### config.mk
export PLATFORM = sky130hd
export DESIGN_NAME = spi_slave_rx_tx
export DESIGN_NICKNAME = d
export VERILOG_FILES = /design/src/rtl/spi_slave_rx_tx.sv
export SDC_FILE = /design/constraint.sdc
export NUM_CORES = 1
export LEC_CHECK = 0
export CAP_MARGIN = 20
export CORE_MARGIN = 2
export CORE_UTILIZATION = 51
export CTS_CLUSTER_SIZE = 24
export DETAILED_ROUTE_END_ITERATION = 7
export PLACE_DENSITY = 0.84
export SLEW_MARGIN = 20
export SYNTH_ARGS = -nofsm -noshare
export SYNTH_HDL_FRONTEND = slang
export SYNTH_SLANG_ARGS = --single-unit
### constraint.sdc
create_clock -name clk_i -period 2.6 [get_ports clk_i]
set_input_delay 0.78 -clock clk_i [delete_from_list [all_inputs] [get_ports clk_i]]
set_output_delay 0.78 -clock clk_i [all_outputs]
set_load 0.03 [all_outputs]
### src/rtl/spi_slave_rx_tx.sv
// SPI slave endpoint: oversamples sck/ss/mosi on clk_i, deserialises MOSI into
// bytes on a valid/ready port and serialises transmit bytes onto MISO.
module spi_slave_rx_tx #(
  parameter logic [7:0] TX_DEFAULT  = 8'hFF,
  parameter int         SYNC_STAGES = 2
) (
  input  logic       clk_i,
  input  logic       rst_i,
  input  logic       cpol_i,
  input  logic       cpha_i,
  input  logic       sck_i,
  input  logic       ss_ni,
  input  logic       mosi_i,
  output logic       miso_o,
  output logic       miso_oe_o,
  output logic [7:0] rx_data_o,
  output logic       rx_valid_o,
  input  logic       rx_ready_i,
  input  logic [7:0] tx_data_i,
  input  logic       tx_valid_i,
  output logic       tx_ready_o,
  output logic       overrun_o,
  output logic       underrun_o,
  output logic       busy_o
);

  typedef enum logic [1:0] {
    IDLE   = 2'd0,
    LOAD   = 2'd1,
    ACTIVE = 2'd2
  } state_t;

  state_t state_reg, state_next;

  logic [SYNC_STAGES-1:0] sck_sync_reg, ss_sync_reg, mosi_sync_reg;
  logic [SYNC_STAGES-1:0] sck_sync_next, ss_sync_next, mosi_sync_next;
  logic                   sck_prev_reg, ss_prev_reg;
  logic                   cpol_reg, cpha_reg;
  logic [2:0]             bit_cnt_reg;
  logic [7:0]             rx_shift_reg, tx_shift_reg;
  logic                   miso_reg;
  logic                   byte_done_reg;
  logic [7:0]             rx_data_reg;
  logic                   rx_valid_reg;

  logic sck_s, ss_s, mosi_s;
  logic lead_edge, trail_edge, sample_edge, shift_edge;
  logic ss_fall, ss_rise;
  logic reload, busy, oe, tx_ready, underrun;
  logic [7:0] tx_load_byte;

  genvar gi;
  generate
    for (gi = 0; gi < SYNC_STAGES; gi++) begin : g_sync
      if (gi == 0) begin : g_first
        assign sck_sync_next[gi]  = sck_i;
        assign ss_sync_next[gi]   = ss_ni;
        assign mosi_sync_next[gi] = mosi_i;
      end else begin : g_rest
        assign sck_sync_next[gi]  = sck_sync_reg[gi-1];
        assign ss_sync_next[gi]   = ss_sync_reg[gi-1];
        assign mosi_sync_next[gi] = mosi_sync_reg[gi-1];
      end
    end
  endgenerate

  assign sck_s  = sck_sync_reg[SYNC_STAGES-1];
  assign ss_s   = ss_sync_reg[SYNC_STAGES-1];
  assign mosi_s = mosi_sync_reg[SYNC_STAGES-1];

  // Leading edge leaves the idle level, trailing edge returns to it.
  assign lead_edge   = (sck_prev_reg == cpol_reg) && (sck_s != cpol_reg);
  assign trail_edge  = (sck_prev_reg != cpol_reg) && (sck_s == cpol_reg);
  assign sample_edge = cpha_reg ? trail_edge : lead_edge;
  assign shift_edge  = cpha_reg ? lead_edge : trail_edge;
  assign ss_fall     = ss_prev_reg && !ss_s;
  assign ss_rise     = !ss_prev_reg && ss_s;

  assign tx_load_byte = tx_valid_i ? tx_data_i : TX_DEFAULT;

  always_ff @(posedge clk_i) begin
    if (!rst_i) begin
      state_reg <= IDLE;
    end else begin
      state_reg <= state_next;
    end
  end

  always_comb begin
    state_next = state_reg;
    reload     = 1'b0;
    busy       = 1'b0;
    oe         = 1'b0;
    tx_ready   = 1'b0;
    underrun   = 1'b0;
    case (state_reg)
      IDLE: begin
        if (ss_fall) begin
          state_next = LOAD;
        end
      end
      LOAD: begin
        reload     = 1'b1;
        state_next = ACTIVE;
      end
      ACTIVE: begin
        busy = 1'b1;
        oe   = 1'b1;
        if (ss_rise) begin
          state_next = IDLE;
        end else if (byte_done_reg) begin
          reload = 1'b1;
        end
      end
      default: state_next = IDLE;
    endcase
    if (reload) begin
      tx_ready = tx_valid_i;
      underrun = !tx_valid_i;
    end
  end

  always_ff @(posedge clk_i) begin
    if (!rst_i) begin
      sck_sync_reg  <= {SYNC_STAGES{cpol_i}};
      ss_sync_reg   <= '1;
      mosi_sync_reg <= '0;
      sck_prev_reg  <= cpol_i;
      ss_prev_reg   <= 1'b1;
      cpol_reg      <= cpol_i;
      cpha_reg      <= cpha_i;
      bit_cnt_reg   <= 3'd0;
      rx_shift_reg  <= 8'h00;
      tx_shift_reg  <= 8'h00;
      miso_reg      <= 1'b0;
      byte_done_reg <= 1'b0;
      rx_data_reg   <= 8'h00;
      rx_valid_reg  <= 1'b0;
    end else begin
      sck_sync_reg  <= sck_sync_next;
      ss_sync_reg   <= ss_sync_next;
      mosi_sync_reg <= mosi_sync_next;
      sck_prev_reg  <= sck_s;
      ss_prev_reg   <= ss_s;
      byte_done_reg <= 1'b0;

      if (state_reg == IDLE) begin
        cpol_reg <= cpol_i;
        cpha_reg <= cpha_i;
      end

      if (reload) begin
        tx_shift_reg <= tx_load_byte;
      end

      if (state_reg == LOAD) begin
        bit_cnt_reg <= 3'd0;
      end else if (state_reg == ACTIVE) begin
        if (ss_rise) begin
          bit_cnt_reg <= 3'd0;
        end else begin
          if (sample_edge) begin
            rx_shift_reg <= {rx_shift_reg[6:0], mosi_s};
            bit_cnt_reg  <= bit_cnt_reg + 3'd1;
            if (bit_cnt_reg == 3'd7) begin
              byte_done_reg <= 1'b1;
            end
          end
          // With cpha=0 the trailing edge right after the 8th sample belongs
          // to the finished byte; the reloaded MSB must stay on the line.
          if (shift_edge && !reload) begin
            if (cpha_reg) begin
              miso_reg     <= tx_shift_reg[7];
              tx_shift_reg <= {tx_shift_reg[6:0], 1'b0};
            end else if (bit_cnt_reg != 3'd0) begin
              tx_shift_reg <= {tx_shift_reg[6:0], 1'b0};
            end
          end
        end
      end

      if (byte_done_reg && (!rx_valid_reg || rx_ready_i)) begin
        rx_data_reg  <= rx_shift_reg;
        rx_valid_reg <= 1'b1;
      end else if (rx_valid_reg && rx_ready_i) begin
        rx_valid_reg <= 1'b0;
      end
    end
  end

  assign miso_o     = (state_reg == ACTIVE) && (cpha_reg ? miso_reg : tx_shift_reg[7]);
  assign miso_oe_o  = oe;
  assign busy_o     = busy;
  assign tx_ready_o = tx_ready;
  assign underrun_o = underrun;
  assign overrun_o  = byte_done_reg && rx_valid_reg && !rx_ready_i;
  assign rx_data_o  = rx_data_reg;
  assign rx_valid_o = rx_valid_reg;

endmodule

==> results of run 1 <==
## synthesized netlist by cell type (2+ instances only)
master	n	area [um2]
nor3b_1	2	15.0
o221ai_1	7	61.3
edfxtp_1	2	60.1
dfxtp_1	40	801
nand2_1	19	71.3
mux2i_1	20	200
and2_1	4	25.0
nor2_1	18	67.6
a32o_1	2	20.0
clkbuf_1	6	22.5
nor3_2	2	20.0
nor3_1	2	10.0
nor2b_1	5	31.3
buf_4	2	15.0
nand2b_1	7	43.8
ha_1	6	75.1
inv_1	7	26.3
a21oi_1	8	40.0
## per-layer routing
metal  track usage (%)  up-vias  part of all wire [%]  wire length (um)
li1                  -      661                     -                 -
met1              20.8      620                    44              1440
met2              33.1       33                    49              1590
met3              7.25        8                   5.2               170
met4              9.12        0                   2.2                71
met5                 0        -                     0                 0
## worst reg2reg max path, delay by kind of cell (launching register included)
kind,cells,cell delay [ns]
DFF,1,0.52
and+or+nand+nor,2,0.51
muxes,2,0.35
buffers and inverters,1,0.26
xor gates and xnor gates,1,0.23
## cell families (layout without fill, tap and decap cells)
kind of cell               count (synthesis)  after routing  synth area share, %
and+or+nand+nor                           63             63                 18.0
DFF                                       42             42                 50.4
AOI/OAI and AO/OA                         25             25                 10.6
muxes                                     20             20                 11.7
buffers and inverters                     16             50                 3.95
adders and majority gates                  6              6                 4.39
xor gates and xnor gates                   1              1                0.952
## timing repair
item,4_1_cts,5_1_grt
setup endpoints to repair,4,3
resized for setup,3,4
endpoints found under the hold margin,0,0
## layout make-up
type                            instances  area [um2]  share of cell area [%]
Tap cell                               46        57.6                    2.66
Multi-Input combinational cell        115         801                    37.0
Timing Repair Buffer                   36         339                    15.7
Inverter                                7        26.3                    1.22
Sequential cell                        42         862                    39.9
Clock buffer                            7        76.3                    3.53
## through the flow
stage | setup TNS [ns] | instance area (um2)
floorplan | 0 | 1710
global placement | 0 | 2070
detailed placement | 0 | 2070
CTS | -0.0496 | 2150
global route | 0 | 2160
finish | 0 | 2160
## report_power, final
| part | total, uW | internal (uW) | leakage, uW | switching [uW] |
|---|---|---|---|---|
| sequential | 704 | 681 | 0.000346 | 23.6 |
| clock | 382 | 185 | 0.0000425 | 197 |
| combinational | 268 | 126 | 0.000481 | 142 |
## worst paths after layout
kind	startpoint	endpoint	slack [ns]	cells after the start
min reg2reg	sck_sync_reg[0]	sck_sync_reg[1]	0.44	2
max	state_reg[0]	underrun_o	0.06	6
max reg2reg	cpha_reg	rx_shift_reg[7]	0.64	6
min	sck_sync_reg[0]	sck_sync_reg[1]	0.44	2
==> metrics.md, run 1 <==
| Metric | Value |
|---|---|
| Run status | `complete, no violations` |
| Number of rows in the core area | `21` |
| Via density per instance | `5.23` |
| Number of buffers on the longest clock path | `2` |
| Main synth FF type | `dfxtp_1` |
| Placer Congestion | `0.884` |
| Worst setup slack after placement | `0.176 ns` |
| Maximum fanout encountered on the critical timing path | `9` |
| Initial core utilization | `52.0%` |
| Total Die Area | `3830 um2` |
| Yosys reg bits | `42` |
| Pin count of the biggest net entering global routing | `18` |
| TritonCTS clock tree | `done` |
| Static Leak | `0.000870 uW` |
| Detailed Route Iter0 Violations | `63` |
| Arrival time at the worst endpoint | `1.76 ns` |
| Antenna violations before repair | `0` |
| Remaining antenna violation count after routing | `0` |
| Hold/Removal Path Class | `register to register` |
| Setup violation total in the final timing report | `0` |
| Highest-count cells in the layout ignoring fill and taps | `dfxtp_1, clkdlybuf4s50_1, mux2i_1` |
| Gate count of the mapped netlist | `173` |
| RSZ-0062 raised after global routing | `no` |
| Power Dens Cells | `626 nW/um2` |
| Filler Cells Inserted | `268` |
| Antenna fix cells | `0` |
| Number of synthesized flops with an enable pin | `2` |
| Achievable clock frequency | `0.394 GHz` |
| Number of buffers inserted to repair setup after CTS | `0` |
| Peak per-stage delay on the critical path | `0.36 ns` |
| Netlist cell types | `32` |
| Type of element launching the critical path | `register` |
| Area Growth Syn to Fin | `26.5%` |
| Worst slack on hold paths | `0.444 ns` |
| Count of endpoints failing hold in the final timing report | `0` |
| Post-route insts no fill | `253` |
| Share of layout cells above drive strength 1 | `11.6%` |
| Power consumption | `1350 uW` |
| Placed Instances | `246` |
| Worst path bufs/invs | `2` |
| Cts bufs inserted | `5` |
| Final nets | `230` |
| Number of max-cap violations | `0` |
| Slew @ Worst Pin | `0.563 ns` |
| Setup CP Type | `register to output port` |
| Syn Nets | `196` |
| Via count of the first global-routing pass | `1248` |
| Final wirelength | `3280 um` |
| Mean cell area of the mapped netlist | `9.88 um2` |
| GRT overflow | `0` |
| Category of the worst setup path capture point | `output port` |
| Worst-case setup margin in the final layout | `0.0621 ns` |
| Count of pins over their slew limit | `0` |
| GRT Overall Usage | `19.2%` |
| Via count | `1322` |
| # port buffers | `31` |
| Die width | `61.9 um` |
| Worst slew margin relative to its limit | `62.3%` |
| Ports placed on the boundary | `32` |
| Half-perimeter wire length of the detailed placement result | `2420 um` |
| Yosys warnings | `0` |
| Core utilization of the finished layout | `65.8%` |
| Max IR drop VDD | `0.472 mV` |
| Post-CTS Hold Fix Bufs | `0` |
| Number of sinks on the clock net | `42` |
| Number of H-tree levels | `2` |
| Share of the clock period used by the worst path after layout | `97.6%` |
| Clock tree root buffer cell | `clkbuf_4` |
| Wire length of the first global-routing pass | `5260 um` |
| DR WL/cell | `12.9 um` |
| Gate family responsible for the most delay along the worst path | `flip-flops` |
| Worst skew pair latency | `0.35 ns` |
| Time the final worst path needs with I/O delays and setup | `2.54 ns` |
| Share of flip-flops with an asynchronous set or reset after synthesis | `0%` |
| Share of synthesized area occupied by flip-flops and latches | `50.4%` |
| Height of the die | `61.9 um` |
| Slowest stage cell on the critical path | `dfxtp_1` |
| Pre-Repair DR Iteration Count | `4` |
| Worst-path cell chain | `inv_1 > ha_4 > a31o_2 > and2_4 > nor2b_2 > buf_4` |
| Worst-case clock skew | `0.00514 ns` |
| Most common library cell in the layout ignoring fill and taps | `dfxtp_1` |
| DRC violations left | `0` |
| Area of the placeable core | `3280 um2` |
| Clock slew at reported path FFs | `0.11 ns` |
| Worst path required time | `1.82 ns` |
| Cell area after synthesis | `1710 um2` |
Note: power is estimated with default switching activity, not from simulation.
==> run 2, diff against run 1 <==
Settings changed: CTS_CLUSTER_SIZE 24 to 8, RECOVER_POWER from default to 100, TNS_END_PERCENT from default to 30.
==> metrics.md, run 2 (same netlist as run 1, synthesis figures left out) <==
| Metric | Value |
|---|---|
| Run status | `complete, no violations` |
| Peak per-stage delay on the critical path | `0.36 ns` |
| Setup violation total in the final timing report | `0` |
| Half-perimeter wire length of the detailed placement result | `2420 um` |
| Wire length of the first global-routing pass | `5260 um` |
| Setup CP Type | `register to output port` |
| Hold/Removal Path Class | `register to register` |
| Via count of the first global-routing pass | `1248` |
| Count of endpoints failing hold in the final timing report | `0` |
| Die width | `61.9 um` |
| Worst skew pair latency | `0.35 ns` |
| Number of buffers on the longest clock path | `2` |
| Part of the power in the clock network | `28.4%` |
| Max IR drop VDD | `0.470 mV` |
| Number of buffers inserted to repair setup after CTS | `0` |
| Switching share of power | `26.6%` |
| Number of sinks on the clock net | `42` |
| Pre-Repair DR Iteration Count | `4` |
| Area of the placeable core | `3280 um2` |
| Achievable clock frequency | `0.395 GHz` |
| RSZ-0062 raised after global routing | `no` |
| Post-CTS Hold Fix Bufs | `0` |
| GRT overflow | `0` |
| DRC violations left | `0` |
| Clock tree root buffer cell | `clkbuf_4` |
| Flop-to-flop setup slack | `0.29 ns` |
| Filler Cells Inserted | `274` |
| Number of rows in the core area | `21` |
| Placer Congestion | `0.884` |
| Internal power consumption | `988 uW` |
| Category of the worst setup path capture point | `output port` |
| Most common library cell in the layout ignoring fill and taps | `dfxtp_1` |
| Ports placed on the boundary | `32` |
| Static Leak | `0.000892 uW` |
| Post-placement cell area | `2070 um2` |
| Combinational share of power | `19.4%` |
| Arrival time at the worst endpoint | `1.75 ns` |
| Slew @ Worst Pin | `0.937 ns` |
| Worst path required time | `1.82 ns` |
| Final wirelength | `3270 um` |
| Power Dens Cells | `629 nW/um2` |
| Worst-case setup margin in the final layout | `0.0659 ns` |
| Total Die Area | `3830 um2` |
| Type of element launching the critical path | `register` |
| Area of all placed cells without fillers | `2140 um2` |
| Time the final worst path needs with I/O delays and setup | `2.53 ns` |
| Pin count of the biggest net entering global routing | `18` |
| # port buffers | `31` |
| Area Growth Syn to Fin | `25.2%` |
| Sequential power share | `52.2%` |
| Share of layout cells above drive strength 1 | `9.66%` |
| Share of the clock period used by the worst path after layout | `97.5%` |
| DR WL/cell | `12.9 um` |
| Remaining antenna violation count after routing | `0` |
| Maximum fanout encountered on the critical timing path | `9` |
| TritonCTS clock tree | `done` |
| Number of max-cap violations | `0` |
| Via count | `1318` |
| Worst-path cell chain | `inv_1 > ha_4 > a31o_2 > and2_4 > nor2b_2 > buf_4` |
| Highest-count cells in the layout ignoring fill and taps | `dfxtp_1, mux2i_1, nand2_1` |
| Detailed Route Iter0 Violations | `55` |
| GRT Overall Usage | `19.2%` |
| Worst slew margin relative to its limit | `37.1%` |
| Worst-case clock skew | `0.00452 ns` |
| Via density per instance | `5.21` |
| Cts bufs inserted | `5` |
| Final nets | `230` |
| Antenna fix cells | `0` |
| Clock slew at reported path FFs | `0.11 ns` |
| Number of H-tree levels | `2` |
| Height of the die | `61.9 um` |
| Antenna violations before repair | `0` |
| Slowest stage cell on the critical path | `dfxtp_1` |
| Worst setup slack after placement | `0.176 ns` |
| Cts repair resizes | `3` |
| Initial core utilization | `52.0%` |
| Count of pins over their slew limit | `0` |
| Switch Pwr | `357 uW` |
==> run 2: area by class of cell <==
type / instances / area [um2] / area share, %
well taps: 46 / 57.6 / 2.69
inverters: 7 / 26.3 / 1.23
flip-flops and latches: 42 / 862 / 40.3
clock buffers: 7 / 76.3 / 3.57
repair buffers: 36 / 329 / 15.4
multi-input cells: 115 / 788 / 36.8
==> run 2: worst paths after layout <==
kind | startpoint | end | cells after the start
setup / recovery | state_reg[0] | underrun_o | 6
hold reg to reg | sck_sync_reg[0] | sck_sync_reg[1] | 2
setup reg to reg | cpha_reg | rx_shift_reg[7] | 6
hold / removal | sck_sync_reg[0] | sck_sync_reg[1] | 2
==> run 2: critical path, delay by kind of cell, from the launching register on <==
family,cells,cell delay (ns)
AOI/OAI and AO/OA,1,0.24
adders and majority gates,1,0.21
buffers and inverters,2,0.27
DFF,1,0.36
and+or+nand+nor,2,0.34
==> run 2: metal layers <==
layer / wire [um] / global-route usage (%)
met1: 1410 / 20.8
met2: 1610 / 33.1
met3: 172 / 7.25
met4: 71 / 9.12
met5: 0 / 0
==> run 2: power groups by stage <==
stage,sequential [uW],clock (uW),combinational [uW]
global route,705,417,287
CTS,701,394,259
floorplan,710,0,183
global placement,713,0,245
detailed placement,715,0,256
finish,703,382,261
==> run 2: metrics by stage <==
step / setup TNS (ns) / hold WS, ns / power, uW / utilization [%] / cells
3_5_place_dp: 0 / 0.393 / 971 / 63.0 / 246
5_1_grt: 0 / 0.470 / 1410 / 65.1 / 253
2_1_floorplan: 0 / 0.386 / 893 / - / 173
6_report: 0 / 0.444 / 1340 / 65.1 / 253
4_1_cts: -0.0496 / 0.448 / 1350 / 65.4 / 253
3_3_place_gp: 0 / 0.392 / 958 / 63.0 / 246
==> run 3, diff against run 2 <==
Settings changed: CTS_CLUSTER_DIAMETER from default to 120.
==> results of run 3 <==
No change in the layout: final DEF, timing and power equal those of run 2.
